$ cat config.mk
export PLATFORM = sky130hd
export DESIGN_NAME = act_requant_packer
export DESIGN_NICKNAME = d
export VERILOG_FILES = /design/src/rtl/act_requant_packer.sv
export SDC_FILE = /design/constraint.sdc
export NUM_CORES = 1
export LEC_CHECK = 0
export CAP_MARGIN = 20
export CORE_UTILIZATION = 47
export DETAILED_ROUTE_END_ITERATION = 8
export PLACE_DENSITY = 0.8
export SLEW_MARGIN = 20
export SYNTH_ARGS = -nofsm -noshare
export SYNTH_HDL_FRONTEND = slang
export SYNTH_SLANG_ARGS = --single-unit
$ cat constraint.sdc
create_clock -name clk -period 2.5 [get_ports clk]
set_clock_uncertainty 0.2 [all_clocks]
set_input_delay 0.5 -clock clk [delete_from_list [all_inputs] [get_ports clk]]
set_output_delay 0.5 -clock clk [all_outputs]
set_load 0.005 [all_outputs]
$ cat src/rtl/act_requant_packer.sv
// Requantizes sign-magnitude MAC results to 8-bit sign-magnitude activations
// and packs N of them into one vector presented with a valid/ready handshake.
module act_requant_packer #(
    parameter int N     = 30,
    parameter int IN_W  = 20,
    parameter int SHIFT = 7,
    parameter int RELU  = 1
) (
    input  logic              clk,
    input  logic              rst,
    input  logic              in_valid,
    output logic              in_ready,
    input  logic [IN_W-1:0]   in_data,
    output logic              out_valid,
    input  logic              out_ready,
    output logic [N*8-1:0]    out_data,
    output logic [15:0]       sat_count
);

    localparam int IDX_W = (N > 1) ? $clog2(N) : 1;
    localparam int MAG_W = IN_W - 1;

    typedef enum logic {FILL, FULL} state_t;

    state_t           state, state_nxt;
    logic [IDX_W-1:0] idx, idx_nxt;
    logic             accept;
    logic [7:0]       lane_p0;
    logic             sat_p0;

    function automatic logic [MAG_W-1:0] shifted_mag(input logic [IN_W-1:0] d);
        return d[MAG_W-1:0] >> SHIFT;
    endfunction

    // Negative inputs clamped by ReLU never count as saturation events.
    function automatic logic is_sat(input logic [IN_W-1:0] d);
        return !(d[IN_W-1] && (RELU != 0)) && (shifted_mag(d) > MAG_W'(127));
    endfunction

    function automatic logic [7:0] requant(input logic [IN_W-1:0] d);
        logic [MAG_W-1:0] m;
        logic [6:0]       mag;
        m   = shifted_mag(d);
        mag = (m > MAG_W'(127)) ? 7'h7F : m[6:0];
        if (d[IN_W-1] && (RELU != 0))
            return 8'h00;
        return {d[IN_W-1] && (mag != 7'd0), mag};
    endfunction

    assign in_ready  = !rst && ((state == FILL) || ((state == FULL) && out_ready));
    assign accept    = in_valid && in_ready;
    assign out_valid = (state == FULL);
    assign lane_p0   = requant(in_data);
    assign sat_p0    = is_sat(in_data);

    always_comb begin
        state_nxt = state;
        idx_nxt   = idx;
        case (state)
            FILL: begin
                if (accept) begin
                    if (idx == IDX_W'(N - 1)) begin
                        idx_nxt   = '0;
                        state_nxt = FULL;
                    end else begin
                        idx_nxt = idx + IDX_W'(1);
                    end
                end
            end
            FULL: begin
                // Drain cycle may also take lane 0 of the next vector.
                if (out_ready) begin
                    state_nxt = FILL;
                    if (accept)
                        idx_nxt = IDX_W'(1);
                end
            end
            default: begin
                state_nxt = FILL;
                idx_nxt   = '0;
            end
        endcase
    end

    // Stage boundary: lane register, control state and event counter
    always_ff @(posedge clk) begin
        if (rst) begin
            state     <= FILL;
            idx       <= '0;
            out_data  <= '0;
            sat_count <= '0;
        end else begin
            state <= state_nxt;
            idx   <= idx_nxt;
            if (accept) begin
                for (int i = 0; i < N; i++) begin
                    if (idx == IDX_W'(i))
                        out_data[8*i +: 8] <= lane_p0;
                end
                if (sat_p0 && (sat_count != 16'hFFFF))
                    sat_count <= sat_count + 16'd1;
            end
        end
    end

endmodule

# Word level (Yosys, flattened, before mapping)
# Index checks and enable logic that the tools add are counted.
# word_totals
reg_bits	262
latch_bits	0
ramBits	0
rom_bits	0
input_bits	24
out_inout_bits	258
word_cells	126
mem_count	0
# op_classes
addsub	2
multipliers	0
n_div	0
order_cmp	1
eq_ne	33
shifts	0
n_mux	13
n_bitwise	1
reduce_logical	43
# ops
operator	count
5-bit == test (second input constant)	14
2-bit AND reduction	31
5-bit by 4-bit == test with 1-bit output (second input constant)	8
5-bit by 3-bit == test with 1-bit output (second input constant)	4
5-bit 2-to-1 mux	4
16-bit by 1-bit adder with 16-bit output (second input constant)	1
8-bit 2-to-1 mux	2
16-bit != test (second input constant)	1
12-bit by 7-bit > comparator with 1-bit output (second input constant)	1
5-bit by 2-bit == test with 1-bit output (second input constant)	2
5-bit one-hot mux with 2 select lines	1
7-bit 2-to-1 mux	1
7-bit nonzero test	1
1-bit logical AND	6
5-bit by 1-bit adder with 5-bit output (second input constant)	1
5-bit by 1-bit == test with 1-bit output (second input constant)	1
5-bit logical NOT	1
1-bit 2-to-1 mux	4
2-bit != test (second input constant)	2
3-bit AND reduction	1
1-bit logical NOT	2
2-bit by 1-bit != test with 1-bit output (second input constant)	1
1-bit one-hot mux with 2 select lines	1
1-bit logical OR	1
1-bit NOT	1

# Depth between registers and ports, before layout
# logic_depth
word_depth	7
mapped_depth	8

# Worst setup path before layout
# Ideal clock, no wire load.
# synth_path
path_type	input to register
start	input rst
end	register sat_count[15]
t_arrival_ns	1.906
t_required_ns	2.177
setup_slack_ns	0.271
cell_stages	6
path_buffers	1
path_cell_list	clkbuf_8 -> nand2b_4 -> nor2_1 -> nand3_1 -> or4_1 -> mux2i_1
# synth_between
elab_chain_len	4
# synth_lines
item	line_no	source
from (decl)	10	input logic rst,
1-bit logical NOT	50	assign in_ready = !rst && ((state == FILL) || ((state == FULL) && out_ready));
1-bit logical AND	50	
1-bit logical AND	51	assign accept = in_valid && in_ready;
2-bit AND reduction (no source line)	-	
to (signal assigned)	101	sat_count <= sat_count + 16'd1;
to (decl)	17	output logic [15:0] sat_count
# Parallel ways exist; a longest one is shown, timed or not.
# A chain may end at the register's enable or synchronous reset.

# Worst setup path in the final report
# layout_path
start	input out_ready
end	register out_data[74]
# layout_between
elab_chain_len	5
# layout_lines
item	line_no	source
from (decl)	15	input logic out_ready,
1-bit logical AND	50	
1-bit logical OR	50	
1-bit logical AND	50	
1-bit logical AND	51	
2-bit AND reduction (no source line)	-	
to (signal, indexed assignment)	98	out_data[8*i +: 8] <= lane_p0;
to (decl)	16	output logic [N*8-1:0] out_data,
# No other way between the ends.

==> results.md <==
- Status: finished, final reports clean
- # Max-Cap Violations: 0
- Hold WC Path Type: reg2reg
- CP max stage delay: 0.52 ns
- Largest net degree at the start of global routing: 207
- Synth top area cells: dfxtp_1 (55%), a211oi_1 (15%), nor2_1 (9.1%)
- PwrDens: 623.9 mW/mm^2
- Total grt overflow: 0
- I/O Pins: 282
- Clk Tree Root Cell: clkbuf_16
- Sequential area share after synthesis: 0.5511
- Reg2reg start: out_valid
- First-pass GRT wire length: 41.70 mm
- Fmax: 422.4 MHz
- Crit-path cells: clkdlybuf4s50_1, and2b_2, buf_4, or4_4, buf_12, nor2_8, nor2_1, a211oi_1
- Starting density of the core: 0.4843
- Final GP Congestion: 0.8870
- N_diodes: 0
- WHS: 0.2722 ns
- Dpl cells: 1,484
- Design Area, Final: 0.01385 sq mm
- Share of layout cells above drive strength 1: 0.1024
- Netlist cell types: 48
- CP Launch Type: input pin
- RSZ-0062 raised after global routing: no
- Min-delay src: out_data[63]
- Die area: 0.02082 sq mm
- Max VDD drop: 0.5879 mV
- Ys async rst share: 0
- Buffers on Ports: 274
- Slew Limit Fails: 0
- Reg-to-reg endpoint: out_data[74]
- Placed Area: 0.01294 sq mm
- Crit path kind: in2reg
- Hold Crit Depth: 1
- Critical-path maximum fanout: 15
- Avg WL per Cell: 17.66 microns
- Vias in the first global route: 7,687
- Clk Latency, worst-skew pair: 0.53 ns
- Detailed Place HPWL: 18.29 mm
- Fin. Hold Viols: 0
- DRT iter0 DRCs: 321
- Number of synthesized flops with an enable pin: 0
- Mapped Area: 0.009518 sq mm
- H-Tree Depth: 1
- Row count: 51
- Slowest cell on crit path: or4_4
- Area delta synth->final: 45.48%
- Syn Inst Count: 975
- Final WL: 27.09 mm
- #FFs+latches synth: 262
- DRC errors left: 0
- Share of the synthesized area in the top cell type: 0.5511
- Leak: 4.972 nW
- Area leader, netlist: dfxtp_1
- Pre-Repair DR Iteration Count: 4
- Final min period: 2.367 ns
- DIE HEIGHT: 144.3 microns
- Clock Path Buffers: 3
- Initial antenna violation count: 0
- Clk sinks: 262
- Total track usage: 0.2545
- Final net count: 1,279
- Via count: 8,138
- Average vias per placed instance: 5.305
- Synthesized area per cell: 9.762 sq um
- CTS tree: built
- Die Wd: 144.3 microns
- WHS Endpoint: out_data[63]
- Worst Tran Pin Value: 0.8496 ns
- Flop2flop setup slack: 0.18 ns
- Slew margin rel.: 0.4336
- Tcrit/Tclk final: 0.9469
- FF-to-FF path depth: 7
- Core area: 0.01965 sq mm
- Reg clk slew, reported paths: 0.06 ns
- Prevailing post-synth register cell: dfxtp_1
- Syn_nets: 1,005
- Setup crit end kind: register
- Final setup vio count: 0
- TritonCTS Buffers: 27
- Antenna viol nets, final: 0
- WP data arrival: 2.59 ns
- Fin cells: 1,534
- CP required: 2.73 ns
- Total of warnings raised by yosys: 0
- # fillers: 1,496
stage by stage:
stage,TNS [ns],setup WS (ns),utilization,power (mW)
floorplan,0,0.2713,-,4.511
global placement,-21.86,-0.2206,0.6582,4.742
detailed placement,-23.93,-0.2328,0.6582,4.747
CTS,0,0.002163,0.7044,8.695
global route,0,0.08364,0.7045,8.905
finish,0,0.1327,0.7045,8.640
registers in the layout, summed over array words and instances, names as in the netlist:
name / count
idx: 5
out_data: 240
out_valid: 1
sat_count: 16
worst max-delay path: cells and delay by family:
family	cells	cell delay (ns)
compound gates	1	0.25
simple gates	4	1.05
buf+inv	3	0.79
how the worst max path moves through the flow:
stage | cells past startpoint | endpoint | slack, ns | from
finish | 8 | out_data[74] | 0.13 | out_ready
global route | 8 | out_data[86] | 0.08 | out_ready
CTS | 4 | in_ready | 0.002 | out_ready
detailed placement | 7 | out_data[81] | -0.23 | out_ready
global placement | 9 | out_data[104] | -0.22 | out_ready
floorplan | 6 | sat_count[15] | 0.27 | rst
what timing repair did:
item,CTS,global route
hold buffers,0,0
resized for setup,2,1
pin swaps,0,0
endpoints found under the setup margin,1,1
setup buffers,1,0
routing by layer:
| metal | wire length (microns) | vias to the layer above | global-route usage |
|---|---|---|---|
| met5 | 0 | - | 0 |
| met2 | 12660 | 260 | 0.4269 |
| li1 | - | 4013 | - |
| met4 | 635 | 0 | 0.07258 |
| met1 | 11420 | 3819 | 0.3148 |
| met3 | 2366 | 46 | 0.07583 |
cell usage after synthesis (2+ instances only):
| cell | number |
|---|---|
| dfxtp_1 | 262 |
| nor2_1 | 231 |
| a211oi_1 | 189 |
| clkbuf_1 | 56 |
| nor3b_1 | 27 |
| mux2i_1 | 22 |
| a21oi_1 | 20 |
| nand2_1 | 20 |
| buf_2 | 18 |
| and3_1 | 10 |
| buf_6 | 10 |
| nand3_1 | 9 |
| o21ai_0 | 9 |
| nand4_1 | 8 |
| nor2_8 | 8 |
| a21o_1 | 7 |
| nor3_1 | 7 |
| ha_1 | 6 |
| inv_1 | 6 |
| nor2b_1 | 6 |
| or3_1 | 6 |
| nand2b_1 | 4 |
| and3b_1 | 3 |
| mux2_2 | 3 |
| clkinv_1 | 2 |
| or4_1 | 2 |
| or4_4 | 2 |
| xor2_1 | 2 |
power by group:
part	switching, mW	internal (mW)
logic	0.277	0.171
clock network	1.63	2.35
registers	0.0137	4.20
area by class of cell:
| class | instances | area [sq um] | share of cell area |
|---|---|---|---|
| multi-input cells | 619 | 3882 | 0.2804 |
| repair buffers | 331 | 3465 | 0.2502 |
| inverters | 8 | 30.03 | 0.002169 |
| flip-flops and latches | 262 | 5245 | 0.3788 |
| clock inverters | 8 | 75.07 | 0.005422 |
| well taps | 265 | 331.6 | 0.02395 |
| clock buffers | 41 | 818.3 | 0.05909 |
kinds of logic after synthesis:
group / synth area share
AND/OR/NAND/NOR: 0.1861
adder cells (fa/ha/maj): 0.007887
multiplexers: 0.02669
buffers and inverters: 0.05009
flip-flops: 0.5511
AO/OA/AOI/OAI: 0.1754
XOR/XNOR: 0.002761
placed cells by master (no fill, tap or decap), types with 3 or more instances in the layout:
cell             netlist  final
a211oi_1             189    189
a21o_1                 7      7
a21oi_1               20     13
a21oi_4                0      7
and3_1                10     10
and3b_1                3      3
buf_12                 1     23
buf_4                  0     34
clkbuf_1              56      5
clkbuf_16              0     27
clkbuf_8               1     10
clkdlybuf4s50_1        0    272
clkinv_2               0      4
dfxtp_1              262    262
ha_1                   6      6
inv_1                  6      6
mux2_2                 3      3
mux2i_1               22     22
nand2_1               20     20
nand2b_1               4      4
nand3_1                9      9
nand4_1                8      8
nor2_1               231    230
nor2_8                 8      8
nor2b_1                6      6
nor3_1                 7      7
nor3b_1               27     27
o21ai_0                9      9
or3_1                  6      6
Note: power is estimated with default switching activity, not from simulation.
